===== config.mk =====
export PLATFORM = sky130hd
export DESIGN_NAME = uart_rx_oversample_flat
export DESIGN_NICKNAME = d
export VERILOG_FILES = /design/src/rtl/uart_rx_oversample_if.sv /design/src/rtl/uart_rx_oversample.sv /design/src/flat_wrapper.sv
export SDC_FILE = /design/constraint.sdc
export NUM_CORES = 1
export LEC_CHECK = 0
export BUFFER_PORTS_ARGS = -buffer_cell sky130_fd_sc_hd__buf_2
export CORE_MARGIN = 3
export CORE_UTILIZATION = 45
export CTS_CLUSTER_DIAMETER = 120
export DETAILED_ROUTE_END_ITERATION = 10
export GPL_ROUTABILITY_DRIVEN = 1
export GPL_TIMING_DRIVEN = 1
export SLEW_MARGIN = 5
export SYNTH_ARGS = -nofsm -noshare
export SYNTH_HDL_FRONTEND = slang
export SYNTH_SLANG_ARGS = --single-unit

===== constraint.sdc =====
create_clock -name MCLK -period 3.9 [get_ports MCLK]
set_input_delay 0.39 -clock MCLK [delete_from_list [all_inputs] [get_ports MCLK]]
set_output_delay 0.39 -clock MCLK [all_outputs]
set_load 0.05 [all_outputs]

===== src/rtl/uart_rx_oversample_if.sv =====
// Receive-FIFO read port of uart_rx_oversample: pop strobe plus a view of the queue head and status.
interface uart_rx_oversample_if #(
  parameter int DEPTH = 4
);
  localparam int CW = $clog2(DEPTH) + 1;

  logic          RdEn;
  logic [7:0]    RxData;
  logic [3:0]    RxFlags;
  logic          RxIFG;
  logic          RxBusy;
  logic [CW-1:0] RxCount;
  logic          oUCRXERR;

  modport master (output RdEn, input RxData, RxFlags, RxIFG, RxBusy, RxCount, oUCRXERR);
  modport slave  (input RdEn, output RxData, RxFlags, RxIFG, RxBusy, RxCount, oUCRXERR);
endinterface


===== src/rtl/uart_rx_oversample.sv =====
// Oversampling UART receiver: 3-sample majority bit recovery, per-frame mode capture,
// and a small receive FIFO carrying {BRK, PE, FE, OE} with each character.
module uart_rx_oversample #(
  parameter int OVS   = 16,
  parameter int DEPTH = 4
) (
  input  logic       MCLK,
  input  logic       reset,
  input  logic       SAMPLE_EN,
  input  logic       Rx,
  input  logic [1:0] wDLEN,
  input  logic       wUCPEN,
  input  logic       wUCPAR,
  input  logic       wUCMSB,
  input  logic       wUCSPB,
  input  logic       wUCRXEIE,
  uart_rx_oversample_if.slave rbus
);
  // state  | meaning
  // IDLE   | waiting for a low line sample (only while armed)
  // START  | validating the start bit, glitches return to IDLE
  // DATA   | capturing wDLEN+5 data bits
  // PARITY | checking the parity bit
  // STOP2  | first of two stop bits
  // STOP1  | final stop bit; push decided at its mid-bit vote

  localparam int TW = $clog2(OVS);
  localparam int PW = $clog2(DEPTH);
  localparam int CW = PW + 1;
  localparam logic [TW-1:0] T_A   = TW'(OVS / 2 - 1);
  localparam logic [TW-1:0] T_B   = TW'(OVS / 2);
  localparam logic [TW-1:0] T_C   = TW'(OVS / 2 + 1);
  localparam logic [TW-1:0] T_END = TW'(OVS - 1);

  typedef enum logic [2:0] {
    S_IDLE,
    S_START,
    S_DATA,
    S_PARITY,
    S_STOP2,
    S_STOP1
  } state_t;

  state_t        state, state_nxt;
  logic          sync1, rxs;
  logic [TW-1:0] tick;
  logic [2:0]    bit_cnt, last_bit, bidx;
  logic          samp_a, samp_b, maj;
  logic          at_decide, at_end, start_det, load_mode;
  logic [1:0]    dlen_m;
  logic          pen_m, par_m, msb_m, spb_m, rxeie_m;
  logic [7:0]    shreg;
  logic          pe_r, fe_r, zero_r, armed;
  logic          fe_fin, brk_fin, push_req;

  logic [11:0]   mem [DEPTH];
  logic [PW-1:0] wr_ptr, rd_ptr;
  logic [CW-1:0] count;
  logic          full, pop, do_push;
  logic [11:0]   head;

  always_ff @(posedge MCLK) begin
    if (reset) begin
      sync1 <= 1'b1;
      rxs   <= 1'b1;
    end else begin
      sync1 <= Rx;
      rxs   <= sync1;
    end
  end

  assign maj       = (samp_a & samp_b) | (samp_a & rxs) | (samp_b & rxs);
  assign at_decide = SAMPLE_EN && (tick == T_C);
  assign at_end    = SAMPLE_EN && (tick == T_END);
  assign last_bit  = 3'd4 + {1'b0, dlen_m};
  assign bidx      = msb_m ? (last_bit - bit_cnt) : bit_cnt;

  always_ff @(posedge MCLK) begin
    if (reset) state <= S_IDLE;
    else       state <= state_nxt;
  end

  always_comb begin
    state_nxt = state;
    start_det = 1'b0;
    load_mode = 1'b0;
    case (state)
      S_IDLE: begin
        if (SAMPLE_EN && !rxs && armed) begin
          state_nxt = S_START;
          start_det = 1'b1;
        end
      end
      S_START: begin
        if (at_decide && maj) begin
          state_nxt = S_IDLE;
        end else if (at_end) begin
          state_nxt = S_DATA;
          load_mode = 1'b1;
        end
      end
      S_DATA: begin
        if (at_end && (bit_cnt == last_bit)) begin
          if (pen_m)      state_nxt = S_PARITY;
          else if (spb_m) state_nxt = S_STOP2;
          else            state_nxt = S_STOP1;
        end
      end
      S_PARITY: begin
        if (at_end) state_nxt = spb_m ? S_STOP2 : S_STOP1;
      end
      S_STOP2: begin
        if (at_end) state_nxt = S_STOP1;
      end
      S_STOP1: begin
        if (at_decide) state_nxt = S_IDLE;
      end
      default: state_nxt = S_IDLE;
    endcase
  end

  always_ff @(posedge MCLK) begin
    if (reset) begin
      tick    <= '0;
      bit_cnt <= '0;
      samp_a  <= 1'b1;
      samp_b  <= 1'b1;
      dlen_m  <= '0;
      pen_m   <= 1'b0;
      par_m   <= 1'b0;
      msb_m   <= 1'b0;
      spb_m   <= 1'b0;
      rxeie_m <= 1'b0;
      shreg   <= '0;
      pe_r    <= 1'b0;
      fe_r    <= 1'b0;
      zero_r  <= 1'b0;
      armed   <= 1'b1;
    end else begin
      if (state_nxt == S_IDLE || start_det) tick <= '0;
      else if (SAMPLE_EN)                   tick <= (tick == T_END) ? '0 : tick + 1'b1;

      if (SAMPLE_EN && tick == T_A) samp_a <= rxs;
      if (SAMPLE_EN && tick == T_B) samp_b <= rxs;

      if (state_nxt == S_IDLE || load_mode) bit_cnt <= '0;
      else if (state == S_DATA && at_end)   bit_cnt <= bit_cnt + 1'b1;

      if (load_mode) begin
        dlen_m  <= wDLEN;
        pen_m   <= wUCPEN;
        par_m   <= wUCPAR;
        msb_m   <= wUCMSB;
        spb_m   <= wUCSPB;
        rxeie_m <= wUCRXEIE;
        shreg   <= '0;
        pe_r    <= 1'b0;
        fe_r    <= 1'b0;
        zero_r  <= 1'b1;
      end else if (at_decide) begin
        case (state)
          S_DATA: begin
            shreg[bidx] <= maj;
            zero_r      <= zero_r & ~maj;
          end
          S_PARITY: begin
            pe_r   <= (^shreg) ^ maj ^ ~par_m;
            zero_r <= zero_r & ~maj;
          end
          S_STOP2: begin
            fe_r   <= fe_r | ~maj;
            zero_r <= zero_r & ~maj;
          end
          default: ;
        endcase
      end

      // A frame ending on a low stop bit (break or framing error) must see the
      // line return high before another start bit is accepted.
      if (state == S_STOP1 && at_decide && !maj) armed <= 1'b0;
      else if (state == S_IDLE && rxs)           armed <= 1'b1;
    end
  end

  assign fe_fin   = fe_r | ~maj;
  assign brk_fin  = spb_m ? zero_r : (zero_r & ~maj);
  assign push_req = (state == S_STOP1) && at_decide &&
                    (rxeie_m || !(pe_r || fe_fin || brk_fin));

  assign full    = (count == CW'(DEPTH));
  assign pop     = rbus.RdEn && (count != '0);
  assign do_push = push_req && (!full || pop);

  always_ff @(posedge MCLK) begin
    if (!reset) begin
      if (do_push)       mem[wr_ptr] <= {brk_fin, pe_r, fe_fin, 1'b0, shreg};
      else if (push_req) mem[wr_ptr - 1'b1][8] <= 1'b1;
    end
  end

  always_ff @(posedge MCLK) begin
    if (reset) begin
      wr_ptr <= '0;
      rd_ptr <= '0;
      count  <= '0;
    end else begin
      if (do_push) wr_ptr <= wr_ptr + 1'b1;
      if (pop)     rd_ptr <= rd_ptr + 1'b1;
      case ({do_push, pop})
        2'b10:   count <= count + 1'b1;
        2'b01:   count <= count - 1'b1;
        default: count <= count;
      endcase
    end
  end

  assign head          = mem[rd_ptr];
  assign rbus.RxIFG    = (count != '0);
  assign rbus.RxData   = rbus.RxIFG ? head[7:0] : 8'h00;
  assign rbus.RxFlags  = rbus.RxIFG ? head[11:8] : 4'h0;
  assign rbus.oUCRXERR = rbus.RxIFG && (head[10:8] != 3'b000);
  assign rbus.RxBusy   = (state != S_IDLE);
  assign rbus.RxCount  = count;
endmodule


===== src/flat_wrapper.sv =====
// flat-port wrapper written by rule: the top's interface ports become plain ports
module uart_rx_oversample_flat 
#(
  parameter int OVS   = 16,
  parameter int DEPTH = 4
)
  (MCLK, reset, SAMPLE_EN, Rx, wDLEN, wUCPEN, wUCPAR, wUCMSB, wUCSPB, wUCRXEIE, rbus_RdEn, rbus_RxData, rbus_RxFlags, rbus_RxIFG, rbus_RxBusy, rbus_RxCount, rbus_oUCRXERR);
  uart_rx_oversample_if #(.DEPTH(DEPTH)) rbus_i ();
  input  logic MCLK;
  input  logic reset;
  input  logic SAMPLE_EN;
  input  logic Rx;
  input  logic [1:0] wDLEN;
  input  logic wUCPEN;
  input  logic wUCPAR;
  input  logic wUCMSB;
  input  logic wUCSPB;
  input  logic wUCRXEIE;
  input wire logic [$bits(rbus_i.RdEn)-1:0] rbus_RdEn;
  output wire logic [$bits(rbus_i.RxData)-1:0] rbus_RxData;
  output wire logic [$bits(rbus_i.RxFlags)-1:0] rbus_RxFlags;
  output wire logic [$bits(rbus_i.RxIFG)-1:0] rbus_RxIFG;
  output wire logic [$bits(rbus_i.RxBusy)-1:0] rbus_RxBusy;
  output wire logic [$bits(rbus_i.RxCount)-1:0] rbus_RxCount;
  output wire logic [$bits(rbus_i.oUCRXERR)-1:0] rbus_oUCRXERR;
  assign rbus_i.RdEn = rbus_RdEn;
  assign rbus_RxData = rbus_i.RxData;
  assign rbus_RxFlags = rbus_i.RxFlags;
  assign rbus_RxIFG = rbus_i.RxIFG;
  assign rbus_RxBusy = rbus_i.RxBusy;
  assign rbus_RxCount = rbus_i.RxCount;
  assign rbus_oUCRXERR = rbus_i.oUCRXERR;
  uart_rx_oversample #(.OVS(OVS), .DEPTH(DEPTH)) u_core (.MCLK(MCLK), .reset(reset), .SAMPLE_EN(SAMPLE_EN), .Rx(Rx), .wDLEN(wDLEN), .wUCPEN(wUCPEN), .wUCPAR(wUCPAR), .wUCMSB(wUCMSB), .wUCSPB(wUCSPB), .wUCRXEIE(wUCRXEIE), .rbus(rbus_i));
endmodule

==> results of run 1 <==
## logic make-up (layout without fill, tap and decap cells)
kind of cell	Yosys count	count (layout)	share of synthesized area [%]
AND/OR/NAND/NOR	131	131	16.9
XOR/XNOR	17	17	3.90
buffers and inverters	39	68	3.90
adder cells (fa/ha/maj)	10	10	3.30
AO/OA/AOI/OAI	50	50	7.49
multiplexers	26	26	9.83
flip-flops	90	90	54.7
## metrics by stage
step	total power, mW	setup slack (ns)	utilization, %
after floorplan	1.03	0.754	-
after global placement	1.03	1.12	50.0
after detailed placement	1.03	1.04	50.0
after CTS	1.70	1.05	52.3
after global routing	1.75	0.827	52.3
final	1.68	1.04	52.3
## layout make-up
cell class              count  share of cell area, %
flip-flops and latches     90                   49.3
clock inverters             7                   1.84
well taps                 108                   2.92
inverters                  17                   1.38
clock buffers               9                   2.68
multi-input cells         234                   37.8
repair buffers             35                   4.11
## registers in the layout, summed over array words and instances (netlist names), 2 cells and up, named ones only
signal	cells
u_core.shreg	8
u_core.mem	48
u_core.dlen_m	2
u_core.bit_cnt	3
u_core.wr_ptr	2
u_core.rd_ptr	2
u_core.tick	4
u_core.state	3
u_core.rbus.RxCount	3
## critical path: stages, from the launching register on
cell and delay (ns):
dfxtp_1 0.44, ha_1 0.17, and4b_1 0.39, nand3_1 0.22
or3b_1 0.53, ha_1 0.28, inv_1 0.07, fa_1 0.17
xor2_1 0.07, or3_1 0.30, a21oi_1 0.13
## final timing paths
check | end | slack (ns) | depth (start not counted)
worst max-delay path | u_core.rbus.RxCount[2] | 1.04 | 10
worst min-delay path | u_core.sync1 | 0.21 | 2
worst max register to register | u_core.rbus.RxCount[2] | 1.04 | 10
worst min register to register | u_core.rxs | 0.43 | 1
## per-layer routing
layer | up-vias | part of all wire (%) | track usage, % | wire [um]
met2 | 42 | 46 | 23.7 | 3370
met3 | 11 | 2.9 | 2.66 | 211
met4 | 0 | 1.7 | 6.05 | 125
li1 | 1355 | - | - | -
met5 | - | 0 | 0 | 0
met1 | 1259 | 49 | 20.8 | 3560
## report_power, final
part	total [mW]	leakage [nW]	switching, mW	internal, mW
combinational	0.0230	0.778	0.0150	0.00801
sequential	0.989	0.680	0.00174	0.988
clock	0.666	0.100	0.356	0.309
total	1.68	1.56	0.373	1.31
## Yosys cell counts (3+ instances only)
library cell | number | area share (%)
a21oi_1 | 24 | 2.9
o21ai_0 | 8 | 0.96
dfxtp_1 | 42 | 20
nor2_1 | 36 | 3.2
inv_1 | 17 | 1.5
nand3_1 | 7 | 0.84
nor4_1 | 4 | 0.60
xor2_1 | 6 | 1.3
nand2_1 | 18 | 1.6
and2_1 | 24 | 3.6
nor3_1 | 11 | 1.3
nand2b_1 | 5 | 0.75
ha_1 | 7 | 2.1
mux4_2 | 12 | 6.5
or3_1 | 4 | 0.60
buf_2 | 7 | 0.84
mux2i_1 | 14 | 3.4
edfxtp_1 | 48 | 35
nand4b_1 | 3 | 0.63
clkbuf_1 | 13 | 1.2
xnor2_1 | 10 | 2.1
and4b_1 | 3 | 0.72
==> run_results.csv, run 1 <==
group,metric,value,unit
finish,multi_input_area,1750,sq um
die,rows,34,
sta,setup_violations,0,
logic_synthesis,ys_warn_count,0,
power,peakVddDrop,0.144,mV
detailed_routing,wl_per_cell,14.5,um
placed_design,gp_congestion,0.799,
critical_path,cp-start-kind,"register",
finish,seq_area,2280,sq um
sta,final_hold_viol_count,0,
critical_path,crit_path_max_fanout,11,
logic_synthesis,syn_area_per_cell,11.5,sq um
critical_path,worstPathArrival,3.15,ns
clock_tree,post_cts_resized,0,
placed_design,placed_area,4420,sq um
sta,fmax,0.350,GHz
clock_tree,post_cts_buffers,0,
clock_tree,clk_path_buf_depth,2,
logic_synthesis,synth-async-reset-ratio,0,%
finish,fin_cells,500,
global_route,antenna_found_initial,0,
run_status,status,"complete, no violations",
detailed_routing,viasPerCell,5.33,
clock_tree,clock_sinks,90,
logic_synthesis,syn_area,4180,sq um
sta,fin_crit,2.86,ns
finish,insertedDiodeCount,0,
placed_design,dp.cells,484,
finish,layout.nets,408,
global_route,grt_pass1_wl,12200,um
finish,drive_gt1_share,17.9,%
critical_path,crit_path_start,"u_core.tick[0]",
sta,clock_skew,0.00845,ns
min_path,hold_class,"input port to register",
detailed_routing,routed_wirelength,7270,um
clock_tree,cts.clk_slew.worst_paths,0.09,ns
sta,period_share,73.2,%
sta,slew_headroom,58.0,%
clock_tree,numCtsBuffers,9,
sta,final.setup.tns,0,ns
die,die_y,102,um
finish,syn_to_final_growth,10.9,%
logic_synthesis,ys_seq_area_share,54.7,%
detailed_routing,drt_iter0_markers,77,
die,core,8850,sq um
global_route,grt_pass1_vias,2521,
global_route,grt_use_total,15.1,%
critical_path,worstSetupPathType,"register to register",
global_route,grt_max_degree,36,
min_path,hp-start,"Rx",
finish,mostFrequentLayoutCell,"edfxtp_1",
critical_path,r2r_start,"u_core.tick[0]",
clock_tree,holdBufCountCts,0,
die,initial_core_util,47.2,%
power,power.leakage,1.56,nW
sta,drv_slew,0,
clock_tree,cts_tree,"done",
job,drv_cap,0,
sta,worst_hold_slack,0.208,ns
logic_synthesis,syn-num-nets,384,
detailed_routing,dr.pass1.iters,4,
logic_synthesis,netlist_instances,363,
clock_tree,htree_levels,3,
logic_synthesis,ys_seq_elements,90,
detailed_routing,ant_nets,0,
detailed_routing,num_vias,2667,
placed_design,port_buffers,29,
clock_tree,cts_root_buffer,"clkbuf_8",
global_route,grt_overflow,0,
finish,fill_cells,791,
critical_path,critical_path_required,4.19,ns
placed_design,place_hpwl,5040,um
sta,rsz0062_at_grt,"no",
sta,tightestPinTransition,0.629,ns
power,pwr_density_cell,362,nW/um^2
detailed_routing,drc,0,
die,fp.dieW,102,um
die,die_area,10500,sq um
finish,fin_area,4630,sq um
logic_synthesis,synth_ff_type,"edfxtp_1",
finish,final_cell_mix,"edfxtp_1, dfxtp_1, nor2_1",
logic_synthesis,synth-edff-count,48,
clock_tree,insertion_delay,0.36,ns
die,pin_count,30,
critical_path,endpoint_kind,"register",
logic_synthesis,netlist-cell-type-count,53,
(Power assumes the default switching activity.)
==> run 2, diff against run 1 <==
clock period = 2.84 ns   (was 3.9 ns; I/O delays follow)
==> run_results.csv, run 2 (same netlist as run 1, synthesis figures left out) <==
group,metric,value,unit
sta,final.setup.tns,0,ns
sta,period_share,89.8,%
sta,fin_crit,2.55,ns
clock_tree,cts_tree,"done",
global_route,grt_overflow,0,
critical_path,crit_slowest_cell,"or4b_1",
sta,slew_headroom,65.7,%
run_status,status,"complete, no violations",
finish,regMostFlops,"u_core.mem",
detailed_routing,drt_iter0_markers,78,
finish,insertedDiodeCount,0,
sta,fmax,0.392,GHz
finish,reg_top3,"u_core.mem x48, u_core.shreg x8, u_core.tick x4",
detailed_routing,drc,0,
clock_tree,post_cts_buffers,0,
global_route,grt_busiest_layer,"met2",
critical_path,worstPathArrival,2.84,ns
clock_tree,post_cts_resized,0,
clock_tree,clk_path_buf_depth,2,
finish,syn_to_final_growth,11.9,%
min_path,holdPathStages,2,
placed_design,gp_congestion,0.808,
sta,setup_violations,0,
power,pwr_density_cell,487,nW/um^2
finish,largest_reg_flops,48,
clock_tree,holdBufCountCts,0,
clock_tree,clock_sinks,90,
power,peakVddDrop,0.195,mV
min_path,hp-start,"Rx",
clock_tree,htree_levels,3,
job,drv_cap,0,
finish,final_cell_mix,"edfxtp_1, dfxtp_1, nor2_1",
clock_tree,numCtsBuffers,9,
detailed_routing,num_vias,2680,
sta,worst_hold_slack,0.107,ns
critical_path,path_cells,"or4b_1, or3b_1, ha_1, inv_1, fa_1, xor2_1, or3_1, a21oi_1",
global_route,globalRouteMet2Util,24.4,%
global_route,grt_pass1_wl,11900,um
finish,drive_gt1_share,19.3,%
sta,final_hold_viol_count,0,
power,power.leakage,1.59,nW
clock_tree,cts.clk_slew.worst_paths,0.09,ns
placed_design,place_hpwl,5100,um
critical_path,path_buf_inv,1,
critical_path,critical_path_required,3.13,ns
global_route,grt_max_degree,28,
global_route,grt_use_total,14.8,%
sta,drv_slew,0,
sta,clock_skew,0.00477,ns
finish,layout.nets,415,
die,initial_core_util,47.2,%
min_path,hold_end,"u_core.sync1",
clock_tree,insertion_delay,0.35,ns
sta,worst_slack,0.291,ns
sta,tightestPinTransition,0.513,ns
critical_path,crit_family,"simple AND/OR/NAND/NOR gates",
critical_path,cpPeakStageDelay,0.66,ns
critical_path,worstRegToRegCells,8,
die,die_y,102,um
die,core,8850,sq um
critical_path,r2r_start,"u_core.rbus.RxCount[0]",
finish,fill_cells,810,
detailed_routing,wl_per_cell,14.2,um
global_route,grt_pass1_vias,2494,
critical_path,worstSetupPathType,"register to register",
detailed_routing,routed_wirelength,7200,um
finish,final_core_util,52.8,%
min_path,hold_class,"input port to register",
global_route,grtUsageMet1,19.4,%
detailed_routing,viasPerCell,5.29,
clock_tree,cts_root_buffer,"clkbuf_8",
detailed_routing,ant_nets,0,
sta,rsz0062_at_grt,"no",
die,pin_count,30,
critical_path,endpoint_kind,"register",
global_route,use_met3,2.66,%
die,die_area,10500,sq um
critical_path,r2r_setup_slack,0.29,ns
critical_path,r2r-end,"u_core.rbus.RxCount[2]",
critical_path,cp-start-kind,"register",
finish,mostFrequentLayoutCell,"edfxtp_1",
critical_path,crit_path_max_fanout,7,
die,rows,34,
die,fp.dieW,102,um
detailed_routing,dr.pass1.iters,4,
global_route,antenna_found_initial,0,
placed_design,port_buffers,29,
placed_design,post-place-ws,0.327,ns
-- run 2: report_power, final --
part	leakage [nW]	total, mW	internal, mW	switching [mW]
Sequential	0.680	1.36	1.36	0.00105
Clock	0.0962	0.885	0.413	0.472
Combinational	0.813	0.0347	0.0125	0.0222
-- run 2: worst max path at each step --
| stage | cells after the start | slack [ns] | startpoint | to |
|---|---|---|---|---|
| floorplan | 5 | -0.16 | u_core.rbus.RxCount[0] | u_core.mem[0][0] |
| global placement | 9 | 0.40 | rbus_RdEn | u_core.rbus.RxCount[2] |
| detailed placement | 9 | 0.33 | rbus_RdEn | u_core.rbus.RxCount[2] |
| CTS | 8 | 0.30 | u_core.rbus.RxCount[0] | u_core.rbus.RxCount[2] |
| global route | 8 | 0.13 | u_core.rbus.RxCount[0] | u_core.rbus.RxCount[2] |
| finish | 8 | 0.29 | u_core.rbus.RxCount[0] | u_core.rbus.RxCount[2] |
-- run 2: area by class of cell --
class / count / area [sq um] / area share, %
clock buffers: 9 / 124 / 2.65
repair buffers: 42 / 243 / 5.19
inverters: 17 / 63.8 / 1.37
clock inverters: 7 / 76.3 / 1.63
multi-input cells: 234 / 1750 / 37.4
well taps: 108 / 135 / 2.89
flip-flops and latches: 90 / 2280 / 48.8
-- run 2: per-stage QoR --
step,cell area [sq um],power [mW],std cells
after global routing,4670,2.37,507
after global placement,4470,1.42,491
after detailed placement,4470,1.42,491
final,4670,2.28,507
after CTS,4670,2.30,507
after floorplan,4180,1.41,363
-- run 2: routing by layer --
metal | vias to the layer above | wire length (um)
li1 | 1370 | -
met1 | 1265 | 3440
met2 | 37 | 3460
met3 | 8 | 198
met4 | 0 | 95
met5 | - | 0
